--- src/rtl/pong_pkg.sv ---
// Shared types and helpers for the Pong paddle path.
package pong_pkg;

    typedef enum logic {
        DIG = 1'b0,
        ANA = 1'b1
    } chan_state_t;

    localparam logic [7:0] VPOS_CENTER = 8'h80;

    // Magnitude of a two's-complement byte; 9 bits so that |-128| = 128 fits.
    function automatic logic [8:0] abs9(input logic signed [7:0] v);
        logic signed [8:0] w;
        w = v;
        return (w < 0) ? 9'(-w) : 9'(w);
    endfunction

endpackage

--- src/rtl/paddle_channel.sv ---
// One player's paddle: digital saturating ramp, analog follow, and the
// arbiter that hands control between the two sources.
module paddle_channel
    import pong_pkg::*;
#(
    parameter int STEP       = 2,
    parameter int DEADZONE   = 8,
    parameter int HOLD_TICKS = 60
) (
    input  logic       clk_sys,
    input  logic       reset_n,
    input  logic       tick,
    input  logic [7:0] analog_y,
    input  logic       up,
    input  logic       down,
    output logic [7:0] vpos,
    output logic       src_analog
);

    chan_state_t state, state_nxt;
    logic [7:0]  pos_nxt;
    logic [7:0]  hold_cnt, hold_nxt;

    logic        act;
    logic        btn;
    logic [7:0]  target;
    logic [8:0]  pos_dec;
    logic [8:0]  pos_inc;
    logic [8:0]  hold_inc;
    logic [7:0]  pos_ramp;

    assign act    = abs9(analog_y) > 9'(DEADZONE);
    assign btn    = up | down;
    assign target = analog_y + VPOS_CENTER;

    // A borrow out of bit 7 means the step would cross the top edge.
    assign pos_dec  = {1'b0, vpos} - 9'(STEP);
    assign pos_inc  = {1'b0, vpos} + 9'(STEP);
    assign hold_inc = {1'b0, hold_cnt} + 9'd1;

    always_comb begin
        pos_ramp = vpos;
        if (up && !down)
            pos_ramp = pos_dec[8] ? 8'h00 : pos_dec[7:0];
        else if (down && !up)
            pos_ramp = pos_inc[8] ? 8'hFF : pos_inc[7:0];
    end

    // NOTE: every output of this block gets a default up front so no path
    // leaves a signal unassigned and infers a latch.
    always_comb begin
        state_nxt = state;
        pos_nxt   = vpos;
        hold_nxt  = hold_cnt;
        case (state)
            DIG: begin
                if (act && !btn) begin
                    state_nxt = ANA;
                    pos_nxt   = target;
                    hold_nxt  = '0;
                end else if (tick) begin
                    pos_nxt = pos_ramp;
                end
            end
            ANA: begin
                if (btn) begin
                    // Hand back to digital; position stays where the stick left it.
                    state_nxt = DIG;
                end else if (act) begin
                    pos_nxt  = target;
                    hold_nxt = '0;
                end else if (tick && hold_inc >= 9'(HOLD_TICKS)) begin
                    state_nxt = DIG;
                    hold_nxt  = '0;
                end else begin
                    pos_nxt = target;
                    if (tick)
                        hold_nxt = hold_inc[7:0];
                end
            end
            default: begin
                state_nxt = DIG;
            end
        endcase
    end

    // NOTE: state registers use non-blocking assignments so every flop
    // samples pre-edge values regardless of statement order.
    always_ff @(posedge clk_sys or negedge reset_n) begin
        if (!reset_n) begin
            state    <= DIG;
            vpos     <= VPOS_CENTER;
            hold_cnt <= '0;
        end else begin
            state    <= state_nxt;
            vpos     <= pos_nxt;
            hold_cnt <= hold_nxt;
        end
    end

    assign src_analog = (state == ANA);

endmodule

--- src/rtl/paddle_ctrl.sv ---
// Paddle position generator: shared ramp tick divider feeding two
// independent player channels.
module paddle_ctrl
    import pong_pkg::*;
#(
    parameter int TICK_DIV   = 59659,
    parameter int STEP       = 2,
    parameter int DEADZONE   = 8,
    parameter int HOLD_TICKS = 60
) (
    input  logic       clk_sys,
    input  logic       reset_n,
    input  logic [7:0] p1_analog_y,
    input  logic [7:0] p2_analog_y,
    input  logic       p1_up,
    input  logic       p1_down,
    input  logic       p2_up,
    input  logic       p2_down,
    output logic [7:0] paddle1_vpos,
    output logic [7:0] paddle2_vpos,
    output logic       p1_src_analog,
    output logic       p2_src_analog,
    output logic       tick
);

    logic [15:0] tick_cnt;
    logic        tick_last;

    assign tick_last = (tick_cnt == 16'(TICK_DIV - 1));

    always_ff @(posedge clk_sys or negedge reset_n) begin
        if (!reset_n) begin
            tick_cnt <= '0;
            tick     <= 1'b0;
        end else begin
            tick_cnt <= tick_last ? '0 : tick_cnt + 16'd1;
            tick     <= tick_last;
        end
    end

    paddle_channel #(
        .STEP       (STEP),
        .DEADZONE   (DEADZONE),
        .HOLD_TICKS (HOLD_TICKS)
    ) u_p1 (
        .clk_sys    (clk_sys),
        .reset_n    (reset_n),
        .tick       (tick),
        .analog_y   (p1_analog_y),
        .up         (p1_up),
        .down       (p1_down),
        .vpos       (paddle1_vpos),
        .src_analog (p1_src_analog)
    );

    paddle_channel #(
        .STEP       (STEP),
        .DEADZONE   (DEADZONE),
        .HOLD_TICKS (HOLD_TICKS)
    ) u_p2 (
        .clk_sys    (clk_sys),
        .reset_n    (reset_n),
        .tick       (tick),
        .analog_y   (p2_analog_y),
        .up         (p2_up),
        .down       (p2_down),
        .vpos       (paddle2_vpos),
        .src_analog (p2_src_analog)
    );

endmodule

--- config.mk ---
export PLATFORM = sky130hd
export DESIGN_NAME = paddle_ctrl
export DESIGN_NICKNAME = d
export VERILOG_FILES = /design/src/rtl/pong_pkg.sv /design/src/rtl/paddle_channel.sv /design/src/rtl/paddle_ctrl.sv
export SDC_FILE = /design/constraint.sdc
export NUM_CORES = 1
export LEC_CHECK = 0
export ABC_CLOCK_PERIOD_IN_PS = 3140
export CORE_ASPECT_RATIO = 0.75
export CORE_MARGIN = 1.5
export CORE_UTILIZATION = 40
export DETAILED_ROUTE_END_ITERATION = 12
export PLACE_DENSITY = 0.68
export RECOVER_POWER = 100
export SYNTH_ARGS = -nofsm -noshare
export SYNTH_HDL_FRONTEND = slang
export SYNTH_SLANG_ARGS = --single-unit
--- constraint.sdc ---
create_clock -name clk_sys -period 3.14 [get_ports clk_sys]
set_clock_uncertainty 0.15 [all_clocks]
set_input_delay 0.628 -clock clk_sys [delete_from_list [all_inputs] [get_ports clk_sys]]
set_output_delay 0.628 -clock clk_sys [all_outputs]
set_load 0.05 [all_outputs]
* Yosys cells after proc, flatten, opt, wreduce, memory -nomap -nowiden
Cells that the tools add are included.
Word-level totals: register bits 51, bits in latches 0, memory bits (writable) 0, bits in read-only memories 0, input bits 22, memories kept 0
Cells by class: add/subtract/negate cells 11, multipliers 0, div/mod/pow operators 0, magnitude comparators 6, eq/ne operators 13, shift operators 0, multiplexer cells 45, bitwise logic cells 4, reduce and logical (&&, ||, !) cells 18
Operators with widths (number):
- 8-bit 2-to-1 mux | 28
- 8-bit one-hot mux with 2 select lines | 4
- 8-bit by 1-bit adder with 9-bit output (second input constant) | 2
- 8-bit by 2-bit adder with 9-bit output (second input constant) | 2
- 9-bit by 6-bit greater-or-equal comparator with 1-bit output (second input constant) | 2
- 9-bit by 4-bit greater-than comparator with 1-bit output (second input constant) | 2
- 9-bit 2-to-1 mux | 2
- 8-bit negator with 9-bit output | 2
- 8-bit by 2-bit subtractor with 9-bit output (second input constant) | 2
- 16-bit by 1-bit adder with 16-bit output (second input constant) | 1
- 8-bit adder (second input constant) | 2
- 16-bit equality test (second input constant) | 1
- 8-bit by 1-bit < comparator with 1-bit output (second input constant) | 2
- 16-bit 2-to-1 mux | 1
- 1-bit logical AND | 8
- 1-bit 2-to-1 mux | 8
- 4-bit by 1-bit != test with 1-bit output (second input constant) | 2
- 4-bit != test (second input constant) | 2
- 4-bit AND reduction | 2
- 1-bit zero test | 6
- 3-bit by 2-bit != test with 1-bit output (second input constant) | 2
- 3-bit != test (second input constant) | 2
- 3-bit AND reduction | 2
- 2-bit by 1-bit != test with 1-bit output (second input constant) | 2
- 4 further kinds | 8

* Logic depth before layout (Yosys ltp)
Gate-level depths: netlist of the first run.
depth after elaboration 7, depth in mapped cells 10, gate-level depth less buffers 9

* Hierarchy
Synthesis of the first run repeated with hierarchy kept, for this count alone.
Unflattened totals: cell total of the unflattened synthesis 451, area total of the unflattened synthesis 3900.0 µm²
By module, submodules not included:
- paddle_channel | times used 2, cells an instance 190, area each 1550.2 µm²
- paddle_ctrl | times used 1, cells an instance 71, area each 799.5 µm²

* Least setup slack after synthesis of the first run
No wires, ideal clock.
path kind input to register, start in p2_analog_y[0], end reg u_p2.vpos[0], library setup time 0.125 ns, arrival 2.559 ns, data required time 2.865 ns, slack 0.306 ns, stages 9, cell sequence inv_1 > ha_1 > nor3b_1 > o22ai_1 > o41ai_2 > a21boi_2 > nor2_2 > mux2_2 > mux2_2
On the way: word-level cells in the longest chain between the ends 6, elaborated cells on any way between the ends 15, classes of those cells 2 x add/sub; 2 x order compare; 3 x eq/ne; 6 x mux; 2 x reduce/logical
RTL lines:
- from (decl) | RTL line paddle_ctrl.sv:14 | input logic [7:0] p2_analog_y,
- 8-bit negator with 9-bit output / 8-bit by 1-bit < comparator with 1-bit output (equally long branches) | RTL line pong_pkg.sv:15 | return (w < 0) ? 9'(-w) : 9'(w);
- 9-bit 2-to-1 mux | RTL line pong_pkg.sv:15
- 9-bit by 4-bit greater-than comparator with 1-bit output | RTL line paddle_channel.sv:32 | assign act = abs9(analog_y) > 9'(DEADZONE);
- 1-bit logical AND / 8-bit 2-to-1 mux (equally long branches) | RTL line paddle_channel.sv:57, paddle_channel.sv:69
- 4-bit by 1-bit != test with 1-bit output (no line) (tied with other cells)
- 4-bit AND reduction (no line) / 8-bit one-hot mux with 2 select lines (equally long branches)
- to (signal assigned) | RTL line paddle_channel.sv:96 | vpos <= pos_nxt;
- to (decl) | RTL line paddle_channel.sv:16 | output logic [7:0] vpos,
Parallel ways exist; a longest one is shown, timed or not. The select of a mux whose other input is x is not followed. A chain may end at the register's enable or synchronous reset.

* Worst setup path after layout of the first run
start in p1_analog_y[0], end reg u_p1.hold_cnt[4]
On the way: word-level cells in the longest chain between the ends 6, elaborated cells on any way between the ends 11, classes of those cells 1 x add/sub; 2 x order compare; 2 x eq/ne; 4 x mux; 2 x reduce/logical
RTL lines:
- from (decl) | RTL line paddle_ctrl.sv:13 | input logic [7:0] p1_analog_y,
- 8-bit negator with 9-bit output / 8-bit by 1-bit < comparator with 1-bit output (equally long branches) | RTL line pong_pkg.sv:15
- 9-bit 2-to-1 mux * | RTL line pong_pkg.sv:15
- 9-bit by 4-bit greater-than comparator with 1-bit output * | RTL line paddle_channel.sv:32
- 8-bit 2-to-1 mux / 1-bit logical AND (equally long branches) | RTL line paddle_channel.sv:69, paddle_channel.sv:57
- 8-bit 2-to-1 mux / 2-bit by 1-bit != test with 1-bit output (equally long branches)
- 8-bit one-hot mux with 2 select lines / 3-bit AND reduction (equally long branches)
- to (signal assigned) | RTL line paddle_channel.sv:97 | hold_cnt <= hold_nxt;
- to (decl) | RTL line paddle_channel.sv:22 | logic [7:0] hold_cnt, hold_nxt;
Every way passes the cells marked *; elsewhere a longest branch is shown, timed or not. The select of a mux whose other input is x is not followed.

==> impl_metrics.prom, run 1 <==
# TYPE chip_impl_metric gauge
chip_impl_metric{name="number_of_enable_flip_flop_cells_after_synthesis",unit=""} 0
chip_impl_metric{name="postSynth.asyncResetShare",unit="%"} 100
chip_impl_metric{name="grt_start_max_net_pins",unit=""} 21
chip_impl_metric{name="layout-area-overhead-vs-synth",unit="%"} 22.1
chip_impl_metric{name="post-cts-setup-buffers",unit=""} 0
chip_impl_metric{name="postCtsResizedCells",unit=""} 0
chip_impl_metric{name="final_cells",unit=""} 601
chip_impl_metric{name="synth_cell_type_count",unit=""} 66
chip_impl_info{name="setup.worst_path.start_class",value="primary input"} 1
chip_impl_metric{name="report.final.slew_viol_count",unit=""} 0
chip_impl_info{name="critPathCaptureType",value="register"} 1
chip_impl_metric{name="hold_fix_buffers_cts",unit=""} 0
chip_impl_metric{name="finalCriticalPeriod",unit="ns"} 3.03
chip_impl_info{name="unrepaired_setup_endpoints_after_global_routing",value="false"} 1
chip_impl_metric{name="timing.final.setup_violations",unit=""} 0
chip_impl_metric{name="finalHoldWorstSlack",unit="ns"} 0.207
chip_impl_metric{name="arrival_time_reported_for_the_critical_path_endpoint",unit="ns"} 3.08
chip_impl_metric{name="dr.pass1.iters",unit=""} 4
chip_impl_metric{name="postLayoutCoreUtil",unit="%"} 51.6
chip_impl_info{name="r2r_end",value="u_p1.vpos[0]"} 1
chip_impl_metric{name="max_freq",unit="MHz"} 330
chip_impl_metric{name="multi_input_area",unit="um2"} 2200
chip_impl_metric{name="postLayoutCellArea",unit="um2"} 4450
chip_impl_metric{name="antenna_found_initial",unit=""} 0
chip_impl_metric{name="worst_ep_required_time",unit="ns"} 3.20
chip_impl_metric{name="final_net_count",unit=""} 531
chip_impl_metric{name="die_area",unit="um2"} 9700
chip_impl_metric{name="dpl.hpwl",unit="um"} 6480
chip_impl_metric{name="cts.sinks",unit=""} 51
chip_impl_metric{name="power.ir.vdd_worst",unit="mV"} 0.256
chip_impl_metric{name="floorplan.die.height",unit="um"} 85.7
chip_impl_metric{name="std_cell_rows",unit=""} 29
chip_impl_metric{name="syn_area",unit="um2"} 3640
chip_impl_metric{name="seq_area",unit="um2"} 1280
chip_impl_metric{name="r2r_slack",unit="ns"} 0.30
chip_impl_metric{name="post-route-drc-count",unit=""} 0
chip_impl_metric{name="worst_slew_pin_slew",unit="ns"} 1.06
chip_impl_info{name="clock-root-buffer",value="clkbuf_16"} 1
chip_impl_metric{name="detailedPlace.worstSlack",unit="ns"} -0.200
chip_impl_metric{name="count_of_warnings_emitted_by_yosys",unit=""} 0
chip_impl_info{name="worstSetupPathType",value="in2reg"} 1
chip_impl_info{name="crit_path_end",value="u_p1.hold_cnt[4]"} 1
chip_impl_metric{name="cts-buffers-inserted",unit=""} 5
chip_impl_metric{name="post_synth_inst_count",unit=""} 433
chip_impl_metric{name="post-layout-total-power",unit="mW"} 2.48
chip_impl_metric{name="post_route_cells_drive_above_1_share",unit="%"} 12.4
chip_impl_info{name="clock_tree_from_tritoncts",value="yes"} 1
chip_impl_metric{name="clock_path_buffers",unit=""} 2
chip_impl_metric{name="ant_nets",unit=""} 0
chip_impl_metric{name="floorplan.io_pins",unit=""} 41
chip_impl_metric{name="synth.net_count",unit=""} 472
chip_impl_info{name="timing.rr.start",value="u_p1.hold_cnt[0]"} 1
chip_impl_metric{name="synth_sequential_area_ratio",unit="%"} 35.1
chip_impl_metric{name="power_density",unit="nW/um2"} 556
chip_impl_metric{name="overflow",unit=""} 0
chip_impl_metric{name="leakage",unit="nW"} 1.95
chip_impl_metric{name="avgSynthCellArea",unit="um2"} 8.42
chip_impl_metric{name="route.detailed.wl_per_inst",unit="um"} 14.2
chip_impl_metric{name="start_util",unit="%"} 42.2
chip_impl_metric{name="path_clk_slew",unit="ns"} 0.08
chip_impl_info{name="outcome",value="complete, no violations"} 1
chip_impl_metric{name="placement.io_buffers",unit=""} 40
chip_impl_metric{name="vias",unit=""} 3303
chip_impl_metric{name="final.setup.tns",unit="ns"} 0
chip_impl_metric{name="die_width",unit="um"} 113
chip_impl_metric{name="post-place-cells",unit=""} 593
chip_impl_metric{name="vias_in_the_first_global_route",unit=""} 3002
chip_impl_metric{name="wire_length_of_the_first_global_routing_pass",unit="um"} 14600
chip_impl_metric{name="critPathMaxFanout",unit=""} 6
chip_impl_metric{name="placed_cell_area",unit="um2"} 4330
chip_impl_metric{name="detail_route.iter0.violations",unit=""} 205
chip_impl_metric{name="cell_depth_of_the_worst_flop_to_flop_path",unit=""} 9
chip_impl_metric{name="count_of_state_elements_after_synthesis",unit=""} 51
chip_impl_info{name="critPathLaunch",value="p1_analog_y[0]"} 1
chip_impl_metric{name="finalHoldViolations",unit=""} 0
chip_impl_metric{name="design.core.area",unit="um2"} 8640
chip_impl_metric{name="diodes",unit=""} 0
chip_impl_info{name="hold_class",value="in2async"} 1
chip_impl_metric{name="overall_routed_net_length",unit="um"} 8530
chip_impl_metric{name="finalWeightedCongestion",unit=""} 0.910
chip_impl_metric{name="filler_cell_count",unit=""} 808
chip_impl_metric{name="relSlewSlack",unit="%"} 29.1
chip_impl_metric{name="grtUsageTotal",unit="%"} 18.5
chip_impl_metric{name="max-cap-violations",unit=""} 0
chip_impl_metric{name="finalWorstSetupSlack",unit="ns"} 0.113
chip_impl_metric{name="vias_per_cell",unit=""} 5.50
chip_impl_info{name="synth_ff_type",value="dfrtp_1"} 1
chip_impl_metric{name="final.period_utilization",unit="%"} 96.4
chip_impl_metric{name="clk-insertion-delay-late",unit="ns"} 0.30
chip_impl_metric{name="cts.htree.levels",unit=""} 2
cell usage in the layout, fill, tap and decap left out, types with 4 or more instances in the layout:
cell type        instances
nand2_1                 52
buf_4                   21
mux2_2                  11
a31oi_1                  6
and2_1                   6
o31ai_1                  5
nor3_1                  15
clkbuf_1                 7
and4_1                   4
xor2_1                  10
dfrtp_1                 49
mux2i_1                  7
o21ai_0                 27
nand3_1                 20
or3_1                    5
a21oi_1                 14
inv_1                   26
nand2b_1                 6
a311oi_1                 5
xnor2_1                  9
clkdlybuf4s50_1         20
nor3b_1                  4
clkbuf_16                5
nand4_1                  7
ha_1                    17
dlygate4sd3_1           19
nor2_1                  40
o22ai_1                  5
layer usage:
| layer | up-vias | wire (um) | GRT usage (%) |
|---|---|---|---|
| li1 | 1664 | - | - |
| met4 | 0 | 65 | 3.98 |
| met5 | - | 0 | 0 |
| met2 | 78 | 3570 | 26.2 |
| met1 | 1555 | 4480 | 28.6 |
| met3 | 6 | 413 | 4.17 |
power breakdown:
group	total, mW	switching [mW]	internal [mW]	leakage (nW)
Clock	0.582	0.274	0.308	0.0767
Sequential	0.928	0.193	0.735	0.665
Combinational	0.967	0.593	0.374	1.20
Total	2.48	1.06	1.42	1.95
flip-flops by register name (all words and copies together), names as in the netlist:
register         cells
u_p2.src_analog      1
u_p1.src_analog      1
u_p2.hold_cnt        8
u_p2.vpos            8
u_p1.hold_cnt        8
tick_cnt            16
tick                 1
u_p1.vpos            8
critical path, stage by stage:
cell,delay (ns)
clkdlybuf4s50_1,0.48
inv_1,0.06
ha_1,0.29
nand2b_1,0.17
a31oi_1,0.19
o211a_1,0.18
o21ai_0,0.10
clkbuf_1,0.14
or2_4,0.25
or2_0,0.34
o31ai_2,0.24
synthesized netlist by cell type, types with 4 or more instances:
master / n / area share, %
a21oi_1: 14 / 1.9
a311oi_1: 5 / 1.2
a31oi_1: 6 / 1.0
and2_1: 8 / 1.4
and4_1: 4 / 0.96
clkbuf_1: 14 / 1.4
dfrtp_1: 49 / 34
ha_1: 17 / 5.8
inv_1: 26 / 2.7
mux2_2: 11 / 3.4
mux2i_1: 7 / 1.9
nand2_1: 52 / 5.4
nand2b_1: 6 / 1.0
nand3_1: 20 / 2.7
nand4_1: 7 / 1.2
nor2_1: 40 / 4.1
nor3_1: 15 / 2.1
nor3b_1: 4 / 0.82
o21ai_0: 27 / 3.7
o22ai_1: 5 / 0.86
o31ai_1: 5 / 1.0
or3_1: 5 / 0.86
xnor2_1: 9 / 2.2
xor2_1: 10 / 2.4
logic make-up (layout without fill, tap and decap cells):
logic type,after synthesis,after routing,synth area share (%)
AOI/OAI and AO/OA,101,101,19.4
xor gates and xnor gates,19,19,4.57
adders and majority gates,17,17,5.84
buffers and inverters,44,104,4.74
DFF,51,51,35.1
muxes,18,18,5.32
and+or+nand+nor,183,183,25.1
layout make-up:
| type | instances | share of cell area [%] |
|---|---|---|
| timing repair buffer | 70 | 13.2 |
| sequential | 51 | 28.7 |
| inverter | 26 | 2.19 |
| clock inverter | 3 | 0.646 |
| multi-input combinational | 338 | 49.4 |
| clock buffer | 5 | 2.81 |
| tap | 108 | 3.04 |
worst min path at each step:
| stage | cells after the start | endpoint | startpoint | slack [ns] |
|---|---|---|---|---|
| after floorplan | 0 | tick | reset_n | 0.18 |
| after global placement | 1 | tick_cnt[9] | tick_cnt[9] | 0.33 |
| after detailed placement | 1 | u_p2.hold_cnt[7] | u_p2.hold_cnt[7] | 0.32 |
| after CTS | 1 | u_p1.vpos[2] | reset_n | 0.07 |
| after global routing | 1 | u_p1.vpos[1] | reset_n | 0.27 |
| final | 1 | u_p1.vpos[5] | reset_n | 0.21 |
Power figures use the tool's default switching activity.
==> run 2: changes to the inputs <==
ABC_CLOCK_PERIOD_IN_PS = 2700   (was 3140)
PLACE_DENSITY = 0.7   (was 0.68)
clock period = 2.7 ns   (was 3.14 ns; I/O delays follow)
==> run 2 against run 1 <==
The run now ends with max-capacitance violations, max-slew violations left. Non-clock buffer count up 24. Sequential share of layout area down 2.4 points. Via count up 4.5%. Utilization up 4.8 points. Hold slack better by 0.13 ns. Global-route usage up 2.2 points. Critical path type unchanged. Largest cell class unchanged. Largest power group unchanged. Highest routed layer unchanged.
==> impl_metrics.prom, run 2 (same netlist as run 1, synthesis figures left out) <==
# TYPE chip_impl_metric gauge
chip_impl_info{name="outcome",value="complete, but fails checks"} 1
chip_impl_info{name="failing_checks",value="max-capacitance violations, max-slew violations"} 1
chip_impl_info{name="timing.rr.start",value="u_p2.hold_cnt[0]"} 1
chip_impl_metric{name="clock_path_buffers",unit=""} 2
chip_impl_metric{name="max-cap-violations",unit=""} 1
chip_impl_metric{name="overflow",unit=""} 0
chip_impl_metric{name="cts.sinks",unit=""} 51
chip_impl_metric{name="start_util",unit="%"} 42.2
chip_impl_info{name="timing.hold.worst.start",value="tick_cnt[9]"} 1
chip_impl_metric{name="grtUsageTotal",unit="%"} 20.7
chip_impl_metric{name="route.detailed.wl_per_inst",unit="um"} 15.2
chip_impl_metric{name="hold_fix_buffers_cts",unit=""} 0
chip_impl_metric{name="final.setup.tns",unit="ns"} 0
chip_impl_info{name="hold_end",value="tick_cnt[9]"} 1
chip_impl_metric{name="diodes",unit=""} 0
chip_impl_metric{name="worstHoldPathCells",unit=""} 1
chip_impl_info{name="most-common-layout-cells",value="52 x nand2_1, 50 x buf_4, 49 x dfrtp_1, 40 x nor2_1"} 1
chip_impl_metric{name="critical_path.n_buffers_inverters",unit=""} 2
chip_impl_info{name="setup.worst_path.start_class",value="primary input"} 1
chip_impl_metric{name="arrival_time_reported_for_the_critical_path_endpoint",unit="ns"} 2.70
chip_impl_metric{name="detailroute.wirelength.met3",unit="um"} 425
chip_impl_info{name="crit_chain",value="dlygate4sd2_1 > or4b_4 > o22ai_4 > o41ai_4 > a21boi_2 > nor3_2 > buf_4 > a211oi_4 > mux2_4"} 1
chip_impl_metric{name="cell_depth_of_the_worst_flop_to_flop_path",unit=""} 9
chip_impl_metric{name="detail_route.iter0.violations",unit=""} 242
chip_impl_metric{name="relSlewSlack",unit="%"} -29.2
chip_impl_metric{name="finalCriticalPeriod",unit="ns"} 2.67
chip_impl_info{name="crit_slowest_cell",value="or4b_4"} 1
chip_impl_metric{name="vias",unit=""} 3451
chip_impl_metric{name="worst_slew_pin_slew",unit="ns"} 1.94
chip_impl_metric{name="layout-area-overhead-vs-synth",unit="%"} 33.5
chip_impl_info{name="crit_family",value="compound AO/OA/AOI/OAI gates"} 1
chip_impl_metric{name="cp_slowest_stage_delay",unit="ns"} 0.55
chip_impl_metric{name="overall_routed_net_length",unit="um"} 9520
chip_impl_metric{name="wire_length_of_the_first_global_routing_pass",unit="um"} 16200
chip_impl_metric{name="worst_ep_required_time",unit="ns"} 2.73
chip_impl_metric{name="die_area",unit="um2"} 9700
chip_impl_metric{name="dpl.hpwl",unit="um"} 6910
chip_impl_metric{name="timing.final.setup_violations",unit=""} 0
chip_impl_metric{name="ant_nets",unit=""} 0
chip_impl_metric{name="finalHoldViolations",unit=""} 0
chip_impl_metric{name="floorplan.io_pins",unit=""} 41
chip_impl_metric{name="vias_in_the_first_global_route",unit=""} 3289
chip_impl_metric{name="std_cell_rows",unit=""} 29
chip_impl_metric{name="dr.pass1.iters",unit=""} 5
chip_impl_metric{name="power.ir.vdd_worst",unit="mV"} 0.273
chip_impl_metric{name="vias_per_cell",unit=""} 5.52
chip_impl_metric{name="met2_length",unit="um"} 4190
chip_impl_metric{name="cts.htree.levels",unit=""} 2
chip_impl_metric{name="cts-buffers-inserted",unit=""} 5
chip_impl_info{name="r2r_end",value="u_p2.vpos[0]"} 1
chip_impl_metric{name="path_clk_slew",unit="ns"} 0.07
chip_impl_metric{name="r2r_slack",unit="ns"} 0.09
chip_impl_metric{name="final.period_utilization",unit="%"} 98.8
chip_impl_metric{name="post-route-drc-count",unit=""} 0
chip_impl_info{name="commonest_non_fill_non_tap_cell_in_the_layout",value="nand2_1"} 1
chip_impl_metric{name="largest_register_ffs",unit=""} 16
chip_impl_metric{name="power_density",unit="nW/um2"} 615
chip_impl_info{name="maxUsedRoutingLayer",value="met4"} 1
chip_impl_metric{name="final_net_count",unit=""} 555
chip_impl_metric{name="critPathMaxFanout",unit=""} 4
chip_impl_metric{name="die_width",unit="um"} 113
chip_impl_metric{name="post-layout-total-power",unit="mW"} 2.99
chip_impl_info{name="critPathCaptureType",value="register"} 1
chip_impl_metric{name="max_freq",unit="MHz"} 375
chip_impl_metric{name="post_route_cells_drive_above_1_share",unit="%"} 21.5
chip_impl_metric{name="clk-insertion-delay-late",unit="ns"} 0.30
chip_impl_info{name="hold_class",value="reg2reg"} 1
chip_impl_info{name="clock-root-buffer",value="clkbuf_16"} 1
chip_impl_info{name="largest-register",value="tick_cnt"} 1
chip_impl_info{name="clock_tree_from_tritoncts",value="yes"} 1
chip_impl_metric{name="floorplan.die.height",unit="um"} 85.7
chip_impl_metric{name="antenna_found_initial",unit=""} 0
chip_impl_metric{name="detailedPlace.worstSlack",unit="ns"} -0.608
chip_impl_metric{name="m1WireLength",unit="um"} 4750
chip_impl_metric{name="design.core.area",unit="um2"} 8640
chip_impl_metric{name="finalWorstSetupSlack",unit="ns"} 0.0323
chip_impl_metric{name="report.final.slew_viol_count",unit=""} 36
chip_impl_metric{name="placement.io_buffers",unit=""} 40
chip_impl_metric{name="filler_cell_count",unit=""} 750
chip_impl_metric{name="grt_start_max_net_pins",unit=""} 36
chip_impl_metric{name="finalWeightedCongestion",unit=""} 0.888
chip_impl_metric{name="leakage",unit="nW"} 2.13
chip_impl_info{name="worstSetupPathType",value="in2reg"} 1
[run 2: changes by cell type in the layout (fill, tap and decap cells not counted), sizes merged]
cell	delta
buf	+31
clkbuf	-7
dlygate4sd3	-5
dlygate4sd2	+3
dlymetal6s2s	+2
inv	-2
clkdlybuf4s15	+1
clkdlybuf4s50	-1
clkinv	+1
clkinvlp	+1
[run 2: layout make-up]
type	instances	area (um2)	share of cell area, %
Multi-Input combinational cell	338	2390	49.2
Sequential cell	51	1280	26.3
Timing Repair Buffer	94	811	16.7
Tap cell	108	135	2.78
Clock buffer	5	125	2.57
Inverter	26	97.6	2.01
Clock inverter	3	23.8	0.489
[run 2: layer usage]
metal	up-vias	track usage [%]
li1	1717	-
met1	1632	31.2
met2	84	30.6
met3	18	3.39
met4	0	6.14
met5	-	0
[run 2: how the worst max path moves through the flow]
| stage | cells after the start | endpoint | startpoint |
|---|---|---|---|
| 2_1_floorplan | 9 | u_p2.vpos[5] | p2_analog_y[0] |
| 3_5_place_dp | 11 | u_p2.vpos[0] | p2_analog_y[0] |
| 6_report | 9 | u_p2.vpos[0] | p2_analog_y[1] |
| 4_1_cts | 10 | u_p1.vpos[4] | p1_analog_y[0] |
| 3_3_place_gp | 10 | u_p2.vpos[0] | p2_analog_y[0] |
| 5_1_grt | 12 | u_p2.vpos[2] | p2_analog_y[0] |
[run 2: report_power, final]
group	switching (mW)	internal, mW
clock network	0.310	0.349
registers	0.199	0.855
logic	0.762	0.516
total	1.27	1.72
[run 2: timing repair]
item,CTS,global route
pin swaps,9,11
resized for setup,20,25
buffers inserted,6,1
setup endpoints to repair,28,23
[run 2: stage by stage]
stage / instances / hold slack (ns) / util, % / area [um2]
after floorplan: 433 / 0.0944 / - / 3650
after global placement: 610 / 0.328 / 51.8 / 4470
after detailed placement: 610 / 0.337 / 51.8 / 4470
after CTS: 624 / 0.208 / 54.7 / 4730
after global routing: 625 / 0.373 / 56.3 / 4870
final: 625 / 0.336 / 56.3 / 4870
